--- src/rtl/pim_pkg.sv ---
// Shared definitions for the PIM array: request codes and the PE ALU state
// encoding, also used by the controller's operation decode.
package pim_pkg;

  localparam logic [1:0] OP_NOP = 2'b00;
  localparam logic [1:0] OP_ADD = 2'b01;
  localparam logic [1:0] OP_MUL = 2'b10;
  localparam logic [1:0] OP_RSV = 2'b11;

  typedef enum logic [1:0] {
    ST_IDLE = 2'b00,
    ST_BUSY = 2'b01,
    ST_DONE = 2'b10
  } alu_state_t;

  // True when the controller is presenting any request (including reserved).
  function automatic logic op_is_req(input logic [1:0] op);
    return op != OP_NOP;
  endfunction

endpackage

--- src/rtl/pim_seq_mult.sv ---
// Iterative shift-add multiplier. i_start loads the operands and clears the
// accumulator; one multiplier bit (LSB first) is consumed per clock after
// that. o_done is high combinationally during the final step, with o_product
// carrying the completed product, so the caller can register it on the same
// edge. i_abort stops a running multiplication without completing it.
module pim_seq_mult
  import pim_pkg::*;
#(
  parameter int DATA_W = 8
) (
  input  logic                  clk,
  input  logic                  reset,
  input  logic                  i_start,
  input  logic                  i_abort,
  input  logic [DATA_W-1:0]     i_a,
  input  logic [DATA_W-1:0]     i_b,
  output logic                  o_done,
  output logic [2*DATA_W-1:0]   o_product
);

  localparam int CNT_W = $clog2(DATA_W + 1);
  localparam logic [CNT_W-1:0] LAST_CNT = CNT_W'(DATA_W - 1);

  logic [2*DATA_W-1:0] r_mcand;
  logic [DATA_W-1:0]   r_mplier;
  logic [2*DATA_W-1:0] r_acc;
  logic [CNT_W-1:0]    r_cnt;
  logic                r_run;

  logic [2*DATA_W-1:0] w_acc_next;
  logic                w_last;

  // Partial-product add: multiplicand is kept pre-shifted by the step count.
  always_comb begin
    w_acc_next = r_acc + (r_mplier[0] ? r_mcand : '0);
    w_last     = r_run && (r_cnt == LAST_CNT);
  end

  assign o_done    = w_last && !i_abort;
  assign o_product = w_acc_next;

  // Operand load, per-bit iteration, and stop on completion or abort.
  always_ff @(posedge clk) begin
    if (reset) begin
      r_mcand  <= '0;
      r_mplier <= '0;
      r_acc    <= '0;
      r_cnt    <= '0;
      r_run    <= 1'b0;
    end else if (i_start) begin
      r_mcand  <= {{DATA_W{1'b0}}, i_a};
      r_mplier <= i_b;
      r_acc    <= '0;
      r_cnt    <= '0;
      r_run    <= 1'b1;
    end else if (r_run) begin
      if (i_abort) begin
        r_run <= 1'b0;
      end else begin
        r_acc    <= w_acc_next;
        r_mcand  <= r_mcand << 1;
        r_mplier <= r_mplier >> 1;
        r_cnt    <= r_cnt + 1'b1;
        if (w_last) r_run <= 1'b0;
      end
    end
  end

endmodule

--- src/rtl/pim_pe_alu.sv ---
// Per-PE arithmetic responder on the controller's operation/op_done
// handshake. ADD completes one edge after acceptance, MUL after DATA_W
// iteration edges; the result is held until the next accepted request.
module pim_pe_alu
  import pim_pkg::*;
#(
  parameter int DATA_W = 8
) (
  input  logic              clk,
  input  logic              reset,
  input  logic [1:0]        operation,
  input  logic [DATA_W-1:0] opa,
  input  logic [DATA_W-1:0] opb,
  output logic              op_done,
  output logic [DATA_W-1:0] result,
  output logic              carry,
  output logic              busy,
  output logic              err
);

  alu_state_t r_state;
  alu_state_t w_state_next;

  logic [1:0]        r_op;
  logic [DATA_W-1:0] r_a;
  logic [DATA_W-1:0] r_b;
  logic [DATA_W-1:0] r_result;
  logic              r_carry;
  logic              r_done;
  logic              r_err;

  logic                w_req;
  logic                w_start_mul;
  logic                w_abort;
  logic                w_mul_done;
  logic [2*DATA_W-1:0] w_prod;
  logic [DATA_W:0]     w_sum;

  assign w_req       = op_is_req(operation);
  assign w_start_mul = (r_state == ST_IDLE) && (operation == OP_MUL);
  assign w_abort     = (r_state == ST_BUSY) && !w_req;
  assign w_sum       = {1'b0, r_a} + {1'b0, r_b};

  pim_seq_mult #(
    .DATA_W (DATA_W)
  ) u_mult (
    .clk       (clk),
    .reset     (reset),
    .i_start   (w_start_mul),
    .i_abort   (w_abort),
    .i_a       (opa),
    .i_b       (opb),
    .o_done    (w_mul_done),
    .o_product (w_prod)
  );

  // State register.
  always_ff @(posedge clk) begin
    if (reset) r_state <= ST_IDLE;
    else       r_state <= w_state_next;
  end

  // Next-state decode: requests accepted only from IDLE, withdrawal aborts
  // BUSY and releases DONE.
  always_comb begin
    w_state_next = r_state;
    case (r_state)
      ST_IDLE: begin
        if (w_req) w_state_next = (operation == OP_RSV) ? ST_DONE : ST_BUSY;
      end
      ST_BUSY: begin
        if (!w_req)                w_state_next = ST_IDLE;
        else if (r_op == OP_ADD)   w_state_next = ST_DONE;
        else if (w_mul_done)       w_state_next = ST_DONE;
      end
      ST_DONE: begin
        if (!w_req) w_state_next = ST_IDLE;
      end
      default: w_state_next = ST_IDLE;
    endcase
  end

  // Operand capture and output registers. Carry is left alone on acceptance:
  // a completing op always overwrites it, while aborted and reserved
  // requests must leave the previous result/carry pair intact.
  always_ff @(posedge clk) begin
    if (reset) begin
      r_op     <= OP_NOP;
      r_a      <= '0;
      r_b      <= '0;
      r_result <= '0;
      r_carry  <= 1'b0;
      r_done   <= 1'b0;
      r_err    <= 1'b0;
    end else begin
      case (r_state)
        ST_IDLE: begin
          if (w_req) begin
            r_op   <= operation;
            r_a    <= opa;
            r_b    <= opb;
            r_err  <= (operation == OP_RSV);
            r_done <= (operation == OP_RSV);
          end
        end
        ST_BUSY: begin
          if (w_req) begin
            if (r_op == OP_ADD) begin
              r_result <= w_sum[DATA_W-1:0];
              r_carry  <= w_sum[DATA_W];
              r_done   <= 1'b1;
            end else if (w_mul_done) begin
              r_result <= w_prod[DATA_W-1:0];
              r_carry  <= |w_prod[2*DATA_W-1:DATA_W];
              r_done   <= 1'b1;
            end
          end
        end
        ST_DONE: begin
          if (!w_req) begin
            r_done <= 1'b0;
            r_err  <= 1'b0;
          end
        end
        default: begin
          r_done <= 1'b0;
          r_err  <= 1'b0;
        end
      endcase
    end
  end

  assign op_done = r_done;
  assign result  = r_result;
  assign carry   = r_carry;
  assign err     = r_err;
  assign busy    = (r_state == ST_BUSY);

endmodule

--- config.mk ---
export PLATFORM = sky130hd
export DESIGN_NAME = pim_pe_alu
export DESIGN_NICKNAME = d
export VERILOG_FILES = /design/src/rtl/pim_pkg.sv /design/src/rtl/pim_seq_mult.sv /design/src/rtl/pim_pe_alu.sv
export SDC_FILE = /design/constraint.sdc
export NUM_CORES = 1
export LEC_CHECK = 0
export BUFFER_PORTS_ARGS = -buffer_cell sky130_fd_sc_hd__buf_2
export CAP_MARGIN = 10
export CORE_UTILIZATION = 60
export DETAILED_ROUTE_END_ITERATION = 6
export GPL_TIMING_DRIVEN = 0
export PLACE_DENSITY = 0.8
export RECOVER_POWER = 100
export SLEW_MARGIN = 40
export SYNTH_ARGS = -nofsm -noshare
export SYNTH_HDL_FRONTEND = slang
export SYNTH_SLANG_ARGS = --single-unit
--- constraint.sdc ---
create_clock -name clk -period 7.8 [get_ports clk]
set_input_delay 0.39 -clock clk [delete_from_list [all_inputs] [get_ports clk]]
set_output_delay 0.39 -clock clk [all_outputs]
set_load 0.05 [all_outputs]
==> Yosys cells after proc, flatten, opt, wreduce, memory -nomap -nowiden <==
Cells that the tools add are included.
{ "op_classes": {"n_shift": 0, "n_eq_ne": 12, "bitwise_logic": 2, "div_mod_pow": 0, "n_reduce_logical": 19, "n_mul": 0, "order_cmp": 0, "n_mux": 29, "add_sub_neg": 3} }
{ "op_table": {"columns": ["op", "n"], "rows": [
  ["$mux W8", 8],
  ["$add A16 B16 Y16", 1],
  ["$mux W16", 1],
  ["$mux W2", 6],
  ["$mux W1", 11],
  ["$add A8 B8 Y9", 1],
  ["$reduce_and A3 Y1", 3],
  ["$reduce_or A8 Y1", 1],
  ["$eq A2 B2 Y1 const B", 3],
  ["$pmux W1 S3", 2],
  ["$pmux W2 S3", 1],
  ["$reduce_and A2 Y1", 3],
  ["$reduce_bool A2 Y1", 3],
  ["$add A4 B1 Y4 const B", 1],
  ["$eq A2 B1 Y1 const B", 2],
  ["$eq A4 B3 Y1 const B", 1],
  ["$logic_and A1 B1 Y1", 4],
  ["$ne A2 B1 Y1 const B", 2],
  ["$ne A2 B2 Y1 const B", 2],
  ["$ne A4 B2 Y1 const B", 1],
  ["$reduce_and A4 Y1", 1],
  ["$ne A3 B1 Y1 const B", 1],
  ["$logic_not A1 Y1", 2],
  ["$logic_not A2 Y1", 1],
  ["other kinds (2)", 3]
]} }
{ "totals": {"latchBits": 0, "inputBits": 20, "romBits": 0, "output_inout_bits": 12, "ram_bits": 0, "n_memories": 0, "reg_bits": 76, "word_cells": 79} }

==> Depth between registers and ports, before layout <==
Gate-level depths: netlist of the first run.
{ "depth": {"ltp_word": 9, "mapped_depth": 12, "ltp_nobuf": 11} }

==> Hierarchy <==
From an unflattened synthesis of the first run, not the netlist that was laid out.
{ "hier_totals": {"hier_cells": 581, "area_unflattened_um2": 4481.8} }
{ "by_module_without_submodules": {"columns": ["mod", "area_per_inst_um2", "cells_each", "seq_area_each_um2", "instances"], "rows": [
  ["pim_seq_mult", 2841.5, 377, 900.9, 1],
  ["pim_pe_alu", 1640.3, 204, 620.6, 1]
]} }

==> Worst setup path after synthesis of the first run <==
No wires, ideal clock.
{ "synth_timing": {"kind": "register to register", "from": "reg u_mult.r_mplier[0]", "to": "reg r_carry, in the netlist carry", "setup_ps": 122, "arrival_ps": 2850, "period_less_slack_ps": 2972, "path_stages_with_launch": 13, "t_required_ps": 7678, "n_path_buf": 1, "path_slack_ps": 4828, "cell_sequence": "dfxtp_1 clkbuf_1 and2_1 ha_1 fa_1 a211oi_2 o21ai_2 a31oi_4 xor2_1 nand2_1 or4_1 nor4_1 o41ai_1"} }
{ "synth_via": {"elab_chain_len": 5} }
{ "synth_lines": {"columns": ["item", "line_no", "rtl"], "rows": [
  ["start, declared", "pim_seq_mult.sv:25", "logic [DATA_W-1:0] r_mplier;"],
  ["start signal, assigned", "pim_seq_mult.sv:52", "r_mplier <= i_b;"],
  ["start signal, assigned", "pim_seq_mult.sv:62", "r_mplier <= r_mplier >> 1;"],
  ["$mux W16", "pim_seq_mult.sv:35", "w_acc_next = r_acc + (r_mplier[0] ? r_mcand : '0);"],
  ["$add A16 B16 Y16", "pim_seq_mult.sv:35", null],
  ["$reduce_or A8 Y1", "pim_pe_alu.sv:114", "r_carry <= |w_prod[2*DATA_W-1:DATA_W];"],
  ["$mux W1", "pim_pe_alu.sv:112", "end else if (w_mul_done) begin"],
  ["$mux W1", "pim_pe_alu.sv:108", "if (r_op == OP_ADD) begin"],
  ["end signal, assigned", "pim_pe_alu.sv:110", "r_carry <= w_sum[DATA_W];"],
  ["end signal, assigned", "pim_pe_alu.sv:114", null],
  ["end, declared", "pim_pe_alu.sv:28", "logic r_carry;"]
]} }
No other way between the ends. The select of a mux whose other input is x is not followed.
A chain may end at the register's enable or synchronous reset.

==> Final worst setup path of the first run <==
Ends and elaborated chain as after synthesis.

==> impl_metrics.yaml, run 1 <==
outcome:
  status: "finished, violations left"
  violations: "design-rule violations"
worst_setup_path:
  required_ps: 8010
  crit_path_start_kind: "flip-flop"
  max_stage_delay_ps: 540
  critPathArrivalTime_ps: 4120
  cp_slowest_cell: "or4_1"
  worstSetupPathType: "reg -> reg"
  path_delay_family: "simple AND/OR/NAND/NOR gates"
  crit_chain: "clkbuf_1 -> and2_0 -> ha_1 -> fa_1 -> a211oi_1 -> o21ai_0 -> a31oi_4 -> xor2_1 -> nand2_1 -> or4_1 -> nor4_1 -> o41ai_1"
  end_kind: "flip-flop"
  crit_buf_inv: 1
  crit_fanout: 10
clocking:
  cts_buffers: 9
  cts.sinks: 76
  cts_hold_buf: 0
  worstSkewPairLatency_ps: 350
  cts_resized: 0
  clockBufferDepth: 2
  cts_root_buf: "clkbuf_8"
  clkSlewWorstSetupHoldPaths_ps: 80
  tritoncts: "done"
  cts_setup_buffers: 0
  htree_levels: 3
floorplanning:
  die_width_um: 83.9
  core_um2: 6420
  die_area_um2: 7050
  rows: 29
  die_h_um: 83.9
  ioPinCount: 32
  start_util_pct: 62.7
synthesis:
  ys_top_cells_by_count: "nand2_1, dfxtp_1, a21oi_1"
  netlist_area_um2: 4030
  synth_area_leaders: "dfxtp_1, nand2_1, a21oi_1"
  synth_top_area_share_pct: 37.8
  synth_ff_type: "dfxtp_1"
  avgSynthCellArea_um2: 7.72
  ys_async_sr_fraction_pct: 0
  synth_seq_cells: 76
  yosysWarningCount: 0
  synth_edf_count: 0
  ys_types: 43
  yosysMostFrequentCell: "nand2_1"
  synth_top_cell_by_area: "dfxtp_1"
  seq_area_frac_synth_pct: 37.8
  syn_inst: 522
  syn_nets: 568
global_route:
  grt_usage_pct: 29.2
  grt_pass1_vias: 3534
  grt_pass1_wl_mm: 16.2
  grt_max_degree: 14
  antenna_found_initial: 0
  overflow: 0
timing:
  rsz0062_at_grt: "no"
  fin_crit_sh_pct: 50.1
  fmax_ghz: 0.256
  setup_viol: 0
  fin_hold_ws_ps: 305
  hold_viol: 0
  maxSlewViolCount: 0
  period_minus_slack_ps: 3910
  skew_ps: 13.9
  worst_pin_slew_ps: 955
  slew_headroom_pct: 36.2
  tns_ps: 0
final_layout:
  final_cell_area_um2: 4470
  area_delta_synth_final_pct: 10.9
  multi_input_area_um2: 2360
  final_util_pct: 69.6
  instances_no_fill: 644
  finalNetCount: 609
  ff_latch_area_um2: 1520
  diodes: 0
  post_route_cells_drive_above_1_share_pct: 6.70
  nFillCells: 566
detailed_routing:
  ant_nets: 0
  drt_iter0_drc: 325
  firstDrtPassIters: 7
  viasPerCell: 5.93
  vias: 3819
  drc: 2
  wl_per_cell_um: 15.4
  totalWireLength_mm: 9.94
placement:
  post_dp_cell_area_um2: 4280
  port_buffers: 30
  gp_congestion: 0.889
  post-place-cells: 629
  place_hpwl_mm: 7.56
power_and_ir_drop:
  leakage_nw: 1.73
  p_per_area_nw_per_um2: 199
  vdd_drop_max_v: 0.000153
run:
  drv_cap: 0
min_path:
  hp-class: "in -> reg"
## path summary, 6_finish.rpt
path | startpoint | endpoint | slack [ps] | depth (start not counted)
worst max-delay path | u_mult.r_mplier[0] | carry | 3890 | 12
worst min-delay path | opb[1] | r_b[1] | 300 | 3
worst max register to register | u_mult.r_mplier[0] | carry | 3890 | 12
worst min register to register | u_mult.r_mcand[7] | u_mult.r_mcand[8] | 460 | 2
## cell type report
type                            count  area share, %
Multi-Input combinational cell    407           52.7
Sequential cell                    76           34.1
Timing Repair Buffer               30           3.00
Clock buffer                        9           2.77
Buffer                             30           2.52
Tap cell                           77           2.16
Clock inverter                      6           2.02
Inverter                            9          0.756
## tightest hold or removal path, stage by stage
cell and delay (ps):
buf_2 110, nand2_1 50, a21oi_1 50
## layout by cell type, fill, tap and decap left out, drive strengths merged, types with 11 or more instances in the layout
master	netlist	final
ha	24	24
and2	17	17
a311oi	18	18
nand2	124	124
o21ai	16	16
dfxtp	76	76
nor2	49	49
xnor2	11	11
buf	6	17
clkbuf	24	52
a21oi	65	65
## registers in the layout, indices dropped and copies added, names as in the netlist, 2 cells and up
name             flops
u_mult.r_cnt         4
u_mult.r_mcand      16
r_a                  8
result               8
u_mult.r_acc        16
r_op                 2
r_b                  8
u_mult.r_mplier      8
r_state              2
## logic make-up after synthesis
| kind of cell | count (synthesis) | share of synthesized area (%) |
|---|---|---|
| compound gates | 131 | 20.7 |
| xor+xnor | 20 | 4.35 |
| fa+ha+maj | 26 | 8.45 |
| buf+inv | 39 | 3.66 |
| flops | 76 | 37.8 |
| mux | 3 | 0.745 |
| simple gates | 227 | 24.4 |
## layer usage
layer  share of wire [%]  wire [um]  global-route usage, %  vias up
met4                 2.0        199                   9.56        0
met3                 5.7        567                   6.73       22
met5                   0          0                      0        -
met1                  46       4620                   39.2     1779
met2                  46       4550                   46.3      127
li1                    -          -                      -     1891
## report_power, final
group          total [mW]  leakage, nW  switching [mW]  internal [mW]
Clock               0.326        0.105           0.147          0.179
Combinational       0.137         1.00          0.0934         0.0437
Sequential          0.425        0.620          0.0153          0.409
## through the flow
stage / setup WS [ps] / power, mW
after global routing: 3750 / 0.926
after detailed placement: 4200 / 0.568
final: 3890 / 0.888
after CTS: 4180 / 0.887
after global placement: 4170 / 0.563
after floorplan: 4830 / 0.526
(Power assumes the default switching activity.)
==> run 2, diff against run 1 <==
Clock period 7.8 ns to 3.8 ns, I/O delays scaled along.
==> run 2 against run 1 <==
The flow still finishes with violations (design-rule violations). Fmax is 10% higher. Non-clock buffer count unchanged. Sequential power grew 110%. Global-route usage is the same. Sequential share of layout area is 0.12 points lower. Critical path depth did not move. Wire length up 0.37%. Worst hold slack got worse by 200 ps. Flip-flop and latch count is the same. Power is 110% higher. First-iteration DRC count is 6.2% lower. Critical endpoint unchanged.
==> impl_metrics.yaml, run 2 (same netlist as run 1, synthesis figures left out) <==
outcome:
  status: "finished, violations left"
  violations: "design-rule violations"
worst_setup_path:
  end_kind: "flip-flop"
  r2r_slack_ps: 260
  critPathArrivalTime_ps: 3760
  cp_slowest_cell: "or4_1"
  crit_path_start_kind: "flip-flop"
  crit_buf_inv: 1
  required_ps: 4020
  worstSetupPathType: "reg -> reg"
  path_delay_family: "simple AND/OR/NAND/NOR gates"
  max_stage_delay_ps: 560
  crit_fanout: 10
  cp.depth: 12
  crit_chain: "clkbuf_1 -> and2_0 -> ha_1 -> fa_1 -> a211oi_2 -> o21ai_2 -> a31oi_4 -> xor2_1 -> nand2_1 -> or4_1 -> nor4_2 -> o41ai_1"
  reg2regPathDepth: 12
detailed_routing:
  wl_per_cell_um: 15.5
  viasPerCell: 5.93
  ant_nets: 0
  totalWireLength_mm: 9.98
  vias: 3819
  firstDrtPassIters: 7
  drt_iter0_drc: 305
  drc: 2
floorplanning:
  die_area_um2: 7050
  die_h_um: 83.9
  ioPinCount: 32
  start_util_pct: 62.7
  rows: 29
  core_um2: 6420
  die_width_um: 83.9
clocking:
  htree_levels: 3
  clockBufferDepth: 2
  cts_root_buf: "clkbuf_8"
  clkSlewWorstSetupHoldPaths_ps: 80
  worstSkewPairLatency_ps: 350
  cts_setup_buffers: 0
  tritoncts: "done"
  cts.sinks: 76
  cts_buffers: 9
timing:
  fmax_ghz: 0.283
  hold_viol: 0
  tns_ps: 0
  slew_headroom_pct: 40.2
  setup_slack_ps: 260
  setup_viol: 0
  maxSlewViolCount: 0
  skew_ps: 13.5
  worst_pin_slew_ps: 895
  fin_hold_ws_ps: 104
  fin_crit_sh_pct: 93.1
  rsz0062_at_grt: "no"
  period_minus_slack_ps: 3540
placement:
  pre_cts_ws_ps: 201
  port_buffers: 30
  gp_congestion: 0.889
  place_hpwl_mm: 7.56
final_layout:
  ff_latch_area_um2: 1520
  post_route_cells_drive_above_1_share_pct: 7.41
  finalNetCount: 609
  mostFrequentLayoutCells: "nand2_1, dfxtp_1, a21oi_1"
  final_common_cell: "nand2_1"
  nFillCells: 561
  reg_top3: "u_mult.r_acc: 16 flops, u_mult.r_mcand: 16 flops"
  multi_input_area_um2: 2370
  diodes: 0
  area_delta_synth_final_pct: 11.3
min_path:
  whs_path_depth: 3
  hp-class: "in -> reg"
power_and_ir_drop:
  vdd_drop_max_v: 0.000313
  p_per_area_nw_per_um2: 406
  leakage_nw: 1.73
global_route:
  grt_usage_pct: 29.2
  antenna_found_initial: 0
  grt_max_degree: 14
  grt_pass1_wl_mm: 16.2
  overflow: 0
  grt_pass1_vias: 3534
run:
  drv_cap: 0
run 2: cell types whose count changed in the layout (fill, tap and decap cells not counted), sizes merged:
cell	change
buf	+2
clkbuf	-2
run 2: worst paths after layout:
| path | from | end |
|---|---|---|
| hold / removal | opb[1] | r_b[1] |
| setup / recovery | u_mult.r_mplier[0] | carry |
| hold reg to reg | u_mult.r_mcand[7] | u_mult.r_mcand[8] |
| setup reg to reg | u_mult.r_mplier[0] | carry |
run 2: power by group:
| part | total, mW | leakage (nW) | switching [mW] | internal, mW |
|---|---|---|---|---|
| Sequential | 0.872 | 0.620 | 0.0318 | 0.840 |
| Combinational | 0.283 | 1.01 | 0.193 | 0.0904 |
| Clock | 0.668 | 0.105 | 0.300 | 0.367 |
run 2: worst min-delay path, delay by kind of cell:
kind,cells,cell delay (ps)
buf+inv,1,110
compound gates,1,50
simple gates,1,50
run 2: timing repair:
action | in CTS | in global routing
hold buffers | 0 | 0
hold endpoints to repair | 0 | 0
resized for setup | 0 | 1
endpoints found under the setup margin | 0 | 1
run 2: metal layers:
metal  vias up  GRT usage [%]  wire, um
met5         -              0         0
met3        20           6.73       582
met1      1783           39.2      4560
met4         0           9.56       219
met2       128           46.3      4620
li1       1888              -         -
run 2: layout make-up:
type                       instances  area share (%)
buffer                            30            2.51
timing repair buffer              30            3.01
clock buffer                       9            2.76
tap                               77            2.15
sequential                        76            33.9
clock inverter                     6            2.01
inverter                           9           0.753
multi-input combinational        407            52.9
run 2: metrics by stage:
step / util, % / instances / power [mW] / instance area, um2
3_3_place_gp: 66.6 / 629 / 1.16 / 4280
5_1_grt: 69.8 / 644 / 1.90 / 4480
2_1_floorplan: - / 522 / 1.08 / 4030
4_1_cts: 69.9 / 644 / 1.82 / 4490
3_5_place_dp: 66.6 / 629 / 1.17 / 4280
6_report: 69.8 / 644 / 1.82 / 4480
